### src/rtl/inference_sequencer.sv
// -----------------------------------------------------------------------------
// inference_sequencer
// Frame-level controller for the streaming MNIST network. It waits for a VSYNC
// rising edge, clears the datapath, lets exactly NUM_PIXELS pixels stream in,
// then waits for each downstream stage's done pulse in order. Finally it hands
// the 4-bit class to a consumer under a valid/ready handshake. Stalled stages
// (timeout), short frames and unread results (overrun) are detected.
//
// Ports
//   i_clk           system clock, rising edge
//   i_rst_n         asynchronous active-low reset
//   i_start         level: 1 = keep classifying frames, 0 = stop after current
//   i_vsync         camera frame sync, synchronous to i_clk
//   i_pix_valid     one pixel accepted by the stream block this cycle
//   i_stage_done    one-cycle done pulses from the datapath stages
//   i_class_in      class from the output layer
//   i_result_ready  consumer accepts the result
//   i_err_clr       clears o_timeout_err and o_overrun
//   o_net_clear     one-cycle clear pulse to the datapath
//   o_stream_en     pixel stream block may accept pixels
//   o_stage_active  one-hot: stage currently awaited
//   o_result        latched class
//   o_result_valid  o_result holds an unread class
//   o_busy          sequencer is not idle
//   o_timeout_err   sticky: stream or stage stalled
//   o_overrun       sticky: a class was dropped because the result was unread
// -----------------------------------------------------------------------------
module inference_sequencer #(
    parameter int NUM_STAGES = 2,
    parameter int NUM_PIXELS = 784,
    parameter int TIMEOUT    = 4096,
    parameter int CNT_W      = 16
) (
    input  logic                  i_clk,
    input  logic                  i_rst_n,
    input  logic                  i_start,
    input  logic                  i_vsync,
    input  logic                  i_pix_valid,
    input  logic [NUM_STAGES-1:0] i_stage_done,
    input  logic [3:0]            i_class_in,
    input  logic                  i_result_ready,
    input  logic                  i_err_clr,
    output logic                  o_net_clear,
    output logic                  o_stream_en,
    output logic [NUM_STAGES-1:0] o_stage_active,
    output logic [3:0]            o_result,
    output logic                  o_result_valid,
    output logic                  o_busy,
    output logic                  o_timeout_err,
    output logic                  o_overrun
);

    localparam int IDX_W = (NUM_STAGES > 1) ? $clog2(NUM_STAGES) : 1;
    localparam logic [CNT_W-1:0] LAST_PIX = CNT_W'(NUM_PIXELS - 1);
    localparam logic [CNT_W-1:0] LAST_TMO = CNT_W'(TIMEOUT - 1);
    localparam logic [IDX_W-1:0] LAST_IDX = IDX_W'(NUM_STAGES - 1);
    localparam logic [NUM_STAGES-1:0] FIRST_STAGE = NUM_STAGES'(1);

    typedef enum logic [2:0] {
        S_IDLE    = 3'd0,
        S_ARM     = 3'd1,
        S_STREAM  = 3'd2,
        S_STAGE   = 3'd3,
        S_DELIVER = 3'd4
    } state_t;

    state_t r_state;
    state_t w_state_next;

    logic                  r_vsync_q;
    logic [CNT_W-1:0]      r_pix_cnt;
    logic [CNT_W-1:0]      r_tmo_cnt;
    logic [IDX_W-1:0]      r_idx;
    logic                  r_net_clear;
    logic                  r_stream_en;
    logic [NUM_STAGES-1:0] r_stage_active;
    logic [3:0]            r_result;
    logic                  r_result_valid;
    logic                  r_busy;
    logic                  r_timeout_err;
    logic                  r_overrun;

    logic [CNT_W-1:0]      w_pix_cnt_next;
    logic [CNT_W-1:0]      w_tmo_cnt_next;
    logic [IDX_W-1:0]      w_idx_next;
    logic                  w_net_clear_next;
    logic                  w_stream_en_next;
    logic [NUM_STAGES-1:0] w_stage_active_next;
    logic [3:0]            w_result_next;
    logic                  w_result_valid_next;
    logic                  w_busy_next;
    logic                  w_timeout_err_next;
    logic                  w_overrun_next;

    logic                  w_vs_rise;
    logic                  w_pix_last;
    logic                  w_stage_hit;
    logic                  w_stage_last;
    logic                  w_abort;
    logic [IDX_W-1:0]      w_idx_inc;
    logic [NUM_STAGES-1:0] w_stage_onehot_inc;

    assign w_vs_rise    = i_vsync & ~r_vsync_q;
    assign w_pix_last   = i_pix_valid && (r_pix_cnt == LAST_PIX);
    // Only the bit of the awaited stage is looked at; early pulses are lost.
    assign w_stage_hit  = i_stage_done[r_idx];
    assign w_stage_last = (r_idx == LAST_IDX);
    assign w_idx_inc    = r_idx + 1'b1;

    // Abort only on cycles with no forward progress: any pixel or VSYNC edge
    // in STREAM, or the awaited done pulse in STAGE, restarts the idle count.
    assign w_abort = (r_tmo_cnt == LAST_TMO) &&
                     (((r_state == S_STREAM) && !i_pix_valid && !w_vs_rise) ||
                      ((r_state == S_STAGE) && !w_stage_hit));

    // One-hot code of the stage following the current one.
    generate
        for (genvar gi = 0; gi < NUM_STAGES; gi++) begin : g_onehot
            assign w_stage_onehot_inc[gi] = (w_idx_inc == IDX_W'(gi));
        end
    endgenerate

    // State register
    always_ff @(posedge i_clk or negedge i_rst_n) begin
        if (!i_rst_n) begin
            r_state <= S_IDLE;
        end else begin
            r_state <= w_state_next;
        end
    end

    // Next-state logic
    always_comb begin
        w_state_next = r_state;
        if (w_abort) begin
            w_state_next = i_start ? S_ARM : S_IDLE;
        end else begin
            case (r_state)
                S_IDLE: begin
                    if (i_start) w_state_next = S_ARM;
                end
                S_ARM: begin
                    // Nothing in flight yet, so a dropped start leaves at once.
                    if (!i_start)       w_state_next = S_IDLE;
                    else if (w_vs_rise) w_state_next = S_STREAM;
                end
                S_STREAM: begin
                    if (w_pix_last) w_state_next = S_STAGE;
                end
                S_STAGE: begin
                    if (w_stage_hit && w_stage_last) w_state_next = S_DELIVER;
                end
                S_DELIVER: begin
                    w_state_next = i_start ? S_ARM : S_IDLE;
                end
                default: w_state_next = S_IDLE;
            endcase
        end
    end

    // Output / counter next-value logic; everything is registered below.
    always_comb begin
        w_net_clear_next    = 1'b0;
        w_stream_en_next    = r_stream_en;
        w_stage_active_next = r_stage_active;
        w_pix_cnt_next      = r_pix_cnt;
        w_tmo_cnt_next      = r_tmo_cnt;
        w_idx_next          = r_idx;
        w_result_next       = r_result;
        // A reload in DELIVER overrides this clear further down.
        w_result_valid_next = r_result_valid & ~i_result_ready;
        // Error sets further down override a simultaneous clear.
        w_timeout_err_next  = r_timeout_err & ~i_err_clr;
        w_overrun_next      = r_overrun & ~i_err_clr;
        w_busy_next         = (w_state_next != S_IDLE);

        if (w_abort) begin
            w_timeout_err_next  = 1'b1;
            w_net_clear_next    = 1'b1;
            w_stream_en_next    = 1'b0;
            w_stage_active_next = '0;
            w_pix_cnt_next      = '0;
            w_tmo_cnt_next      = '0;
            w_idx_next          = '0;
        end else begin
            case (r_state)
                S_ARM: begin
                    if (i_start && w_vs_rise) begin
                        w_net_clear_next = 1'b1;
                        w_stream_en_next = 1'b1;
                        w_pix_cnt_next   = '0;
                        w_tmo_cnt_next   = '0;
                    end
                end
                S_STREAM: begin
                    if (w_pix_last) begin
                        // The last pixel beats a coincident VSYNC edge.
                        w_stream_en_next    = 1'b0;
                        w_stage_active_next = FIRST_STAGE;
                        w_idx_next          = '0;
                        w_pix_cnt_next      = '0;
                        w_tmo_cnt_next      = '0;
                    end else if (w_vs_rise) begin
                        // Short frame: restart the count on the new frame.
                        w_net_clear_next = 1'b1;
                        w_pix_cnt_next   = '0;
                        w_tmo_cnt_next   = '0;
                    end else if (i_pix_valid) begin
                        w_pix_cnt_next = r_pix_cnt + 1'b1;
                        w_tmo_cnt_next = '0;
                    end else begin
                        w_tmo_cnt_next = r_tmo_cnt + 1'b1;
                    end
                end
                S_STAGE: begin
                    if (w_stage_hit) begin
                        w_tmo_cnt_next = '0;
                        if (w_stage_last) begin
                            w_stage_active_next = '0;
                            w_idx_next          = '0;
                        end else begin
                            w_idx_next          = w_idx_inc;
                            w_stage_active_next = w_stage_onehot_inc;
                        end
                    end else begin
                        w_tmo_cnt_next = r_tmo_cnt + 1'b1;
                    end
                end
                S_DELIVER: begin
                    if (!r_result_valid || i_result_ready) begin
                        w_result_next       = i_class_in;
                        w_result_valid_next = 1'b1;
                    end else begin
                        w_overrun_next = 1'b1;
                    end
                end
                default: begin
                end
            endcase
        end
    end

    // Datapath and output registers
    always_ff @(posedge i_clk or negedge i_rst_n) begin
        if (!i_rst_n) begin
            r_vsync_q      <= 1'b0;
            r_pix_cnt      <= '0;
            r_tmo_cnt      <= '0;
            r_idx          <= '0;
            r_net_clear    <= 1'b0;
            r_stream_en    <= 1'b0;
            r_stage_active <= '0;
            r_result       <= '0;
            r_result_valid <= 1'b0;
            r_busy         <= 1'b0;
            r_timeout_err  <= 1'b0;
            r_overrun      <= 1'b0;
        end else begin
            r_vsync_q      <= i_vsync;
            r_pix_cnt      <= w_pix_cnt_next;
            r_tmo_cnt      <= w_tmo_cnt_next;
            r_idx          <= w_idx_next;
            r_net_clear    <= w_net_clear_next;
            r_stream_en    <= w_stream_en_next;
            r_stage_active <= w_stage_active_next;
            r_result       <= w_result_next;
            r_result_valid <= w_result_valid_next;
            r_busy         <= w_busy_next;
            r_timeout_err  <= w_timeout_err_next;
            r_overrun      <= w_overrun_next;
        end
    end

    assign o_net_clear    = r_net_clear;
    assign o_stream_en    = r_stream_en;
    assign o_stage_active = r_stage_active;
    assign o_result       = r_result;
    assign o_result_valid = r_result_valid;
    assign o_busy         = r_busy;
    assign o_timeout_err  = r_timeout_err;
    assign o_overrun      = r_overrun;

endmodule

### config.mk
export PLATFORM = sky130hd
export DESIGN_NAME = inference_sequencer
export DESIGN_NICKNAME = d
export VERILOG_FILES = /design/src/rtl/inference_sequencer.sv
export SDC_FILE = /design/constraint.sdc
export NUM_CORES = 1
export LEC_CHECK = 0
export BUFFER_PORTS_ARGS = -buffer_cell sky130_fd_sc_hd__buf_2
export CAP_MARGIN = 20
export CELL_PAD_IN_SITES_DETAIL_PLACEMENT = 1
export CELL_PAD_IN_SITES_GLOBAL_PLACEMENT = 1
export CORE_AREA = 2 2 95 120
export CTS_BUF_LIST = sky130_fd_sc_hd__clkbuf_4
export DETAILED_ROUTE_END_ITERATION = 6
export DIE_AREA = 0 0 97 122
export GPL_ROUTABILITY_DRIVEN = 1
export PLACE_DENSITY = 0.49
export SKIP_CTS_REPAIR_TIMING = 1
export SLEW_MARGIN = 20
export SYNTH_ARGS = -nofsm -noshare
export SYNTH_HDL_FRONTEND = slang
export SYNTH_SLANG_ARGS = --single-unit
### constraint.sdc
create_clock -name i_clk -period 4.25 [get_ports i_clk]
set_input_delay 0.85 -clock i_clk [delete_from_list [all_inputs] [get_ports i_clk]]
set_output_delay 0.85 -clock i_clk [all_outputs]
set_load 0.02 [all_outputs]
### After elaboration in Yosys (flattened, before gate mapping)

Index checks and enable logic that the tools add are counted.

| word-level totals | value |
|---|---|
| register bits after elaboration | 49 |
| output and inout bits | 12 |
| word-level logic and storage cells | 106 |

| operators by class | value |
|---|---|
| add/sub/neg operators | 3 |
| magnitude comparators | 1 |
| equality and inequality tests | 10 |
| multiplexer cells | 47 |
| bitwise gates (word level) | 9 |
| reductions and logical operators | 23 |

Operators with widths:

| cell | count |
|---|---|
| $mux W16 | 10 |
| $pmux W16 S3 | 1 |
| $add A16 B1 Y16 const B | 2 |
| $pmux W16 S2 | 1 |
| $mux W1 | 20 |
| $mux W3 | 6 |
| $eq A16 B10 Y1 const B | 1 |
| $eq A16 B12 Y1 const B | 1 |
| $pmux W3 S5 | 1 |
| $reduce_and A3 Y1 | 4 |
| $ne A3 B3 Y1 const B | 3 |
| $reduce_bool A3 Y1 | 3 |
| $mux W2 | 4 |
| $logic_and A1 B1 Y1 | 7 |
| $eq A3 B2 Y1 const B | 2 |
| $pmux W1 S2 | 3 |
| $ne A5 B5 Y1 const B | 1 |
| $not A1 Y1 | 5 |
| $and A1 B1 Y1 | 4 |
| $logic_not A1 Y1 | 4 |
| $pmux W2 S2 | 1 |
| $reduce_bool A4 Y1 | 1 |
| $eq A3 B1 Y1 const B | 1 |
| $eq A3 B3 Y1 const B | 1 |
| 5 further kinds | 6 |

### Logic depth before layout (Yosys ltp)

Gate-level depths: netlist of the first run.

| logic depth | value |
|---|---|
| depth after elaboration | 8 |
| mapped depth | 7 |

### Least setup slack after synthesis of the first run

No wires, ideal clock.

| timing | value |
|---|---|
| path type | input to register |
| from | input i_vsync |
| to | register r_pix_cnt[3] |
| arrival time | 2177 ps |
| data required time | 4168 ps |
| path slack | 1991 ps |
| stages | 5 |
| buffers on the path | 0 |
| cells stage by stage | nor2b_1 nor2_1 or4_1 or3_1 a31oi_1 |

| between the ends | value |
|---|---|
| cells in the longest elaborated chain, start to end | 7 |
| elaborated cells on any way between the ends | 14 |
| classes of those cells | eq/ne: 2; mux: 4; bitwise: 1; reduce/logical: 7 |

RTL lines:

| what | RTL line | source |
|---|---|---|
| start: declaration | 37 | `input logic i_vsync,` |
| $and A1 B1 Y1 (*) | 103 | `assign w_vs_rise = i_vsync & ~r_vsync_q;` |
| $logic_not A1 Y1 | 113 | `(((r_state == S_STREAM) && !i_pix_valid && !w_vs_rise) \|\|` |
| $logic_and A1 B1 Y1 | 113 |  |
| $logic_or A1 B1 Y1 | 113 |  |
| $logic_and A1 B1 Y1 | 112 | `assign w_abort = (r_tmo_cnt == LAST_TMO) &&` |
| $ne A5 B5 Y1 (no line) (tied with other cells) | n/a |  |
| $reduce_and A3 Y1 (no line) | n/a |  |
| end signal: assignment | 260 | `r_pix_cnt <= w_pix_cnt_next;` |
| end: declaration | 71 | `logic [CNT_W-1:0] r_pix_cnt;` |

Every way passes the cells marked *; elsewhere a longest branch is shown, timed or not.
A chain may end at the register's enable or synchronous reset.

### Worst setup path in the final report of the first run

| timing | value |
|---|---|
| from | register r_pix_cnt[5] |
| to | register r_pix_cnt[9] |

| between the ends | value |
|---|---|
| cells in the longest elaborated chain, start to end | 6 |
| elaborated cells on any way between the ends | 10 |
| classes of those cells | add/sub: 1; eq/ne: 2; mux: 5; reduce/logical: 2 |

RTL lines:

| what | RTL line | source |
|---|---|---|
| $add A16 B1 Y16 | 209 | `w_pix_cnt_next = r_pix_cnt + 1'b1;` |
| $mux W16 | 208 | `end else if (i_pix_valid) begin` |
| $mux W16 | 203 | `end else if (w_vs_rise) begin` |
| $mux W16 | 196 | `if (w_pix_last) begin` |
| $pmux W16 S2 | 186 | `case (r_state)` |
| $mux W16 | 177 | `if (w_abort) begin` |

Several ways; a longest one is shown, not always the timed one. The select of a mux whose other input is x is not followed.

==> flow_metrics.py, run 1 <==
metrics = {
    "placement": {
        "dp_worst_setup_slack_ns": 1.42,
        "port_buffers": 24,
        "dp_hpwl_mm": 5.50,
        "dpl.cell_count": 431,
        "gp_congestion": 0.774,
    },
    "power_and_ir_drop": {
        "clockPowerShare_pct": 23.8,
        "power_uw": 1450,
        "pwr-share-comb_pct": 34.0,
        "power.internal_uw": 885,
        "switching_share_pct": 39.1,
        "power_density_nw_per_um2": 492,
        "sequentialPowerShare_pct": 42.3,
        "power.switching_uw": 568,
        "p_leak_uw": 0.00122,
        "max-vdd-ir-drop_mv": 0.128,
    },
    "logic_synthesis": {
        "synth_ff_type": "dfrtp_1",
        "syn_avg_cell_area_um2": 9.27,
        "synth_top_family_by_area": "simple AND/OR/NAND/NOR gates",
        "muxShareOfSynthArea_pct": 3.36,
        "syn_nets": 296,
        "synth_xor_area_share_pct": 1.01,
        "yosysWarnings": 0,
        "syn_inst": 281,
        "yosysSeqAreaShare_pct": 46.1,
        "synth.cell_area_um2": 2600,
        "synth-simple-area-share_pct": 28.1,
        "synthArstFlopShare_pct": 100,
        "yosysUniqueCellTypes": 46,
        "synth_compound_area_share_pct": 17.1,
        "synth_seq_cells": 48,
        "synth_edf_count": 0,
        "synth_fa_ha_area_share_pct": 0.961,
    },
    "detailed_routing": {
        "routed_via_density": 5.16,
        "drcViolationCount": 0,
        "postRouteAntennaNets": 0,
        "drtPass1Iterations": 4,
        "routed_wl_mm": 7.61,
        "dr_total_vias": 2262,
        "initialDrtViolationCount": 88,
        "drt-wirelength-per-cell_um": 17.4,
    },
    "timing": {
        "fin_skew_ns": 0.00941,
        "max_freq_mhz": 385,
        "worst_slew_pin_slew_ns": 0.869,
        "setup_viol": 0,
        "min_period_ns": 2.60,
        "report.final.slew_viol_count": 0,
        "fin_hold_ws_ns": 0.363,
        "fin_ws_ns": 1.65,
        "tns_ns": 0,
        "slew_headroom_pct": 41.6,
        "rsz0062_at_grt": "no",
        "finalHoldViolCount": 0,
        "period_share_pct": 61.2,
    },
    "clock_network": {
        "clk_root_buffer_cell": "clkbuf_4",
        "numCtsBuffers": 5,
        "clk_latency_ns": 0.39,
        "htreeDepth": 2,
        "cts_buffer_depth": 2,
        "cts_tree": "done",
        "cts_sinks": 48,
        "clk_pin_slew_ns": 0.15,
    },
    "worst_setup_path": {
        "endpoint_kind": "flip-flop",
        "path_class": "flip-flop to flip-flop",
        "cp-start-kind": "flip-flop",
        "critPathMaxStageDelay_ns": 0.81,
        "critPathMaxFanout": 15,
        "critPathTopFamily": "simple AND/OR/NAND/NOR gates",
        "path_cells": "or4_1 > nor4_4 > nor2_1 > a21oi_1 > o32ai_1",
        "worst-path-buf-inv": 0,
        "r2r_setup_slack_ns": 1.65,
        "required_ns": 4.52,
        "arrival_ns": 2.87,
        "slowest_stage": "nor4_4",
    },
    "cells_and_area": {
        "layout_common_cells": "dfrtp_1 (48), nand2_1 (25), o21ai_0 (25)",
        "final_common_cell": "dfrtp_1",
        "layout.nets": 318,
        "n_antenna_cell": 0,
        "layout.cells.non_filler": 438,
        "drive_gt1_share_pct": 15.8,
        "area_growth_pct": 13.4,
    },
    "floorplan": {
        "die_x_um": 97,
        "rows": 43,
        "die-area_um2": 11800,
        "core_region_area_um2": 10800,
        "ioPinCount": 25,
        "die_h_um": 122,
        "start_util_pct": 24.1,
    },
    "global_route": {
        "grt_max_degree": 33,
        "grt_pass1_wl_mm": 12.5,
        "grt_pass1_vias": 2275,
        "grt_usage_pct": 13.3,
        "grt_antenna_before_repair": 0,
        "grt_remaining_overflow": 0,
    },
    "flow_run": {
        "drv_cap": 0,
    },
    "hold_path": {
        "holdCritPathClass": "primary input to asynchronous set/reset pin",
    },
    "status": {
        "status": "complete, no violations",
    },
}
-- final timing paths --
kind | start | to | depth (start not counted)
hold / removal | i_rst_n | r_tmo_cnt[9]$_DFFE_PN0P_ | 1
setup reg to reg | r_pix_cnt[5]$_DFFE_PN0P_ | r_pix_cnt[9]$_DFFE_PN0P_ | 5
setup / recovery | r_pix_cnt[5]$_DFFE_PN0P_ | r_pix_cnt[9]$_DFFE_PN0P_ | 5
hold reg to reg | o_overrun$_DFF_PN0_ | o_overrun$_DFF_PN0_ | 1
min in group i_clk | o_overrun$_DFF_PN0_ | o_overrun$_DFF_PN0_ | 1
max in group asynchronous | i_rst_n | r_vsync_q$_DFF_PN0_ | 2
-- power by group through the flow --
| stage | Clock, µW | Combinational, µW | Sequential [µW] |
|---|---|---|---|
| 2_1_floorplan | 0 | 339 | 623 |
| 3_3_place_gp | 0 | 501 | 623 |
| 3_5_place_dp | 0 | 506 | 626 |
| 4_1_cts | 360 | 508 | 617 |
| 5_1_grt | 374 | 560 | 630 |
| 6_report | 345 | 493 | 614 |
-- kinds of logic (layout without fill, tap and decap cells) --
kind of cell | Yosys count | after routing
flip-flops | 48 | 48
buffers and inverters | 19 | 41
adder cells (fa/ha/maj) | 2 | 2
AO/OA/AOI/OAI | 73 | 73
multiplexers | 8 | 8
XOR/XNOR | 3 | 3
AND/OR/NAND/NOR | 128 | 128
-- area by class of cell --
| type | instances | area (µm²) |
|---|---|---|
| fillers | 1264 | 7860 |
| clock inverters | 2 | 60.1 |
| repair buffers | 27 | 143 |
| clock buffers | 5 | 37.5 |
| flip-flops and latches | 48 | 1200 |
| inverters | 7 | 26.3 |
| well taps | 135 | 169 |
| multi-input cells | 214 | 1320 |
-- flip-flops by register name, indices dropped and copies added, names as in the netlist --
signal,count
r_state,3
o_stream_en,1
o_result_valid,1
o_overrun,1
o_stage_active,1
r_idx,1
r_pix_cnt,16
o_timeout_err,1
o_net_clear,1
o_busy,1
r_tmo_cnt,16
r_vsync_q,1
o_result,4
-- layer usage --
metal | routed length, µm | vias up | track usage [%]
met5 | 0 | - | 0
met1 | 3260 | 1152 | 15.8
met2 | 4080 | 20 | 24.4
li1 | - | 1080 | -
met3 | 139 | 10 | 2.47
met4 | 134 | 0 | 4.14
-- synthesized netlist by cell type (2+ instances only) --
cell,instances,share of area [%]
o2bb2ai_1,2,0.67
a211oi_1,3,0.86
nor3_1,12,2.3
buf_2,4,0.77
nand3b_1,7,2.0
nand2b_1,5,1.2
mux2i_1,2,0.77
a21o_1,4,1.2
or2_2,2,0.48
mux2_2,5,2.2
nor4_4,2,1.6
or4_1,3,0.86
clkbuf_1,4,0.58
nand4_1,7,1.7
a31oi_1,8,1.9
and2_1,2,0.48
inv_1,7,1.0
a21oi_1,21,4.0
o21ai_0,25,4.8
dfrtp_1,48,46
nor2_1,19,2.7
o31ai_1,2,0.58
a22o_1,2,0.67
ha_1,2,0.96
xor2_1,3,1.0
nand4b_1,7,2.4
nand3_1,17,3.3
nor4_1,5,1.2
buf_4,3,0.86
nand2_1,25,3.6
and3_1,4,0.96
or3_1,5,1.2
-- per-stage QoR --
stage	util, %	instance area, µm²
2_1_floorplan	-	2600
3_3_place_gp	26.4	2850
3_5_place_dp	26.4	2850
4_1_cts	27.3	2950
5_1_grt	27.3	2950
6_report	27.3	2950
No activity file was read; power rests on OpenSTA's default activity.
==> run 2: changes to the inputs <==
- clock period: 4.25 -> 2.7 ns (I/O delays scaled with it)
==> flow_metrics.py, run 2 (same netlist as run 1, synthesis figures left out) <==
metrics = {
    "timing": {
        "finalHoldViolCount": 0,
        "period_share_pct": 85.6,
        "max_freq_mhz": 433,
        "setup_viol": 0,
        "report.final.slew_viol_count": 0,
        "min_period_ns": 2.31,
        "tns_ns": 0,
        "fin_hold_ws_ns": 0.157,
        "fin_skew_ns": 0.00455,
        "worst_slew_pin_slew_ns": 0.677,
        "rsz0062_at_grt": "no",
        "slew_headroom_pct": 54.5,
    },
    "flow_run": {
        "drv_cap": 0,
    },
    "worst_setup_path": {
        "required_ns": 2.99,
        "critPathMaxFanout": 11,
        "cp-start-kind": "flip-flop",
        "arrival_ns": 2.60,
        "endpoint_kind": "flip-flop",
        "path_class": "flip-flop to flip-flop",
        "critPathMaxStageDelay_ns": 0.58,
        "path_cells": "or4_4 > nor4_1 > or2_1 > o21ai_0 > a21o_1",
        "slowest_stage": "or4_4",
    },
    "power_and_ir_drop": {
        "pwr-share-comb_pct": 33.7,
        "power.internal_uw": 1520,
        "p_leak_uw": 0.00127,
        "power.switching_uw": 875,
        "switching_share_pct": 36.5,
        "sequentialPowerShare_pct": 39.9,
        "clockPowerShare_pct": 26.4,
        "power_density_nw_per_um2": 785,
        "max-vdd-ir-drop_mv": 0.233,
        "power_uw": 2400,
    },
    "detailed_routing": {
        "initialDrtViolationCount": 68,
        "routed_wl_mm": 7.38,
        "dr_total_vias": 2281,
        "drcViolationCount": 0,
        "postRouteAntennaNets": 0,
        "drt-wirelength-per-cell_um": 16.6,
        "routed_via_density": 5.13,
        "drtPass1Iterations": 3,
    },
    "floorplan": {
        "die_x_um": 97,
        "die-area_um2": 11800,
        "rows": 43,
        "core_region_area_um2": 10800,
        "start_util_pct": 24.1,
        "die_h_um": 122,
        "ioPinCount": 25,
    },
    "clock_network": {
        "clk_pin_slew_ns": 0.15,
        "clk_latency_ns": 0.38,
        "cts_tree": "done",
        "htreeDepth": 2,
        "cts_buffer_depth": 2,
        "clk_root_buffer_cell": "clkbuf_4",
        "numCtsBuffers": 5,
        "cts_sinks": 48,
    },
    "global_route": {
        "grt_pass1_wl_mm": 12.2,
        "grt_remaining_overflow": 0,
        "grt_pass1_vias": 2415,
        "grt_max_degree": 26,
        "grt_antenna_before_repair": 0,
        "grt_usage_pct": 13.0,
    },
    "placement": {
        "gp_congestion": 0.759,
        "port_buffers": 24,
        "dp_hpwl_mm": 5.47,
        "place_area_um2": 2920,
    },
    "status": {
        "status": "complete, no violations",
    },
    "cells_and_area": {
        "drive_gt1_share_pct": 17.7,
        "fillCellCount": 1269,
        "final_common_cell": "dfrtp_1",
        "area_growth_pct": 17.2,
        "n_antenna_cell": 0,
        "register_area_um2": 1200,
        "multi_input_area_um2": 1320,
        "layout.nets": 324,
        "layout_common_cells": "dfrtp_1 (48), nand2_1 (25), o21ai_0 (25)",
        "stdcell_area_um2": 3050,
        "final_core_util_pct": 28.2,
    },
    "hold_path": {
        "holdCritPathClass": "primary input to asynchronous set/reset pin",
    },
}
## run 2: layer usage
layer  GRT usage [%]  vias to the layer above  routed length (µm)
li1                -                     1099                   -
met1            14.8                     1166                3150
met2            25.0                       11                4050
met3            2.29                        5                 115
met4            3.43                        0                  74
met5               0                        -                   0
## run 2: critical path, delay by kind of cell (launching register included)
family	cells	cell delay, ns
AOI/OAI and AO/OA	2	0.34
DFF	1	0.46
and+or+nand+nor	3	1.41
## run 2: final timing paths
path	depth (start not counted)	slack (ns)	end	from
hold / removal	1	0.16	r_tmo_cnt[9]$_DFFE_PN0P_	i_rst_n
setup reg to reg	5	0.39	r_tmo_cnt[7]$_DFFE_PN0P_	r_tmo_cnt[12]$_DFFE_PN0P_
min in group i_clk	1	0.31	r_vsync_q$_DFF_PN0_	i_vsync
max in group asynchronous	2	1.99	r_pix_cnt[1]$_DFFE_PN0P_	i_rst_n
setup / recovery	5	0.39	r_tmo_cnt[7]$_DFFE_PN0P_	r_tmo_cnt[12]$_DFFE_PN0P_
hold reg to reg	1	0.50	o_timeout_err$_DFF_PN0_	o_timeout_err$_DFF_PN0_
## run 2: area by class of cell
type,instances,share of cell area (%)
Multi-Input combinational cell,214,43.1
Sequential cell,48,39.4
Timing Repair Buffer,33,6.97
Tap cell,135,5.54
Clock inverter,3,2.95
Clock buffer,5,1.23
Inverter,7,0.861
## run 2: metrics by stage
stage               worst slack [ns]  instances
global route                   0.269        445
floorplan                      0.638        281
CTS                            0.384        445
global placement               0.426        437
detailed placement             0.408        437
finish                         0.389        445
## run 2: power by group through the flow
stage                     clock network (µW)  registers [µW]  logic (µW)
after floorplan                            0             980         534
after global placement                     0             966         825
after detailed placement                   0             972         830
after CTS                                666             960         829
after global routing                     682             982         912
final                                    632             956         807
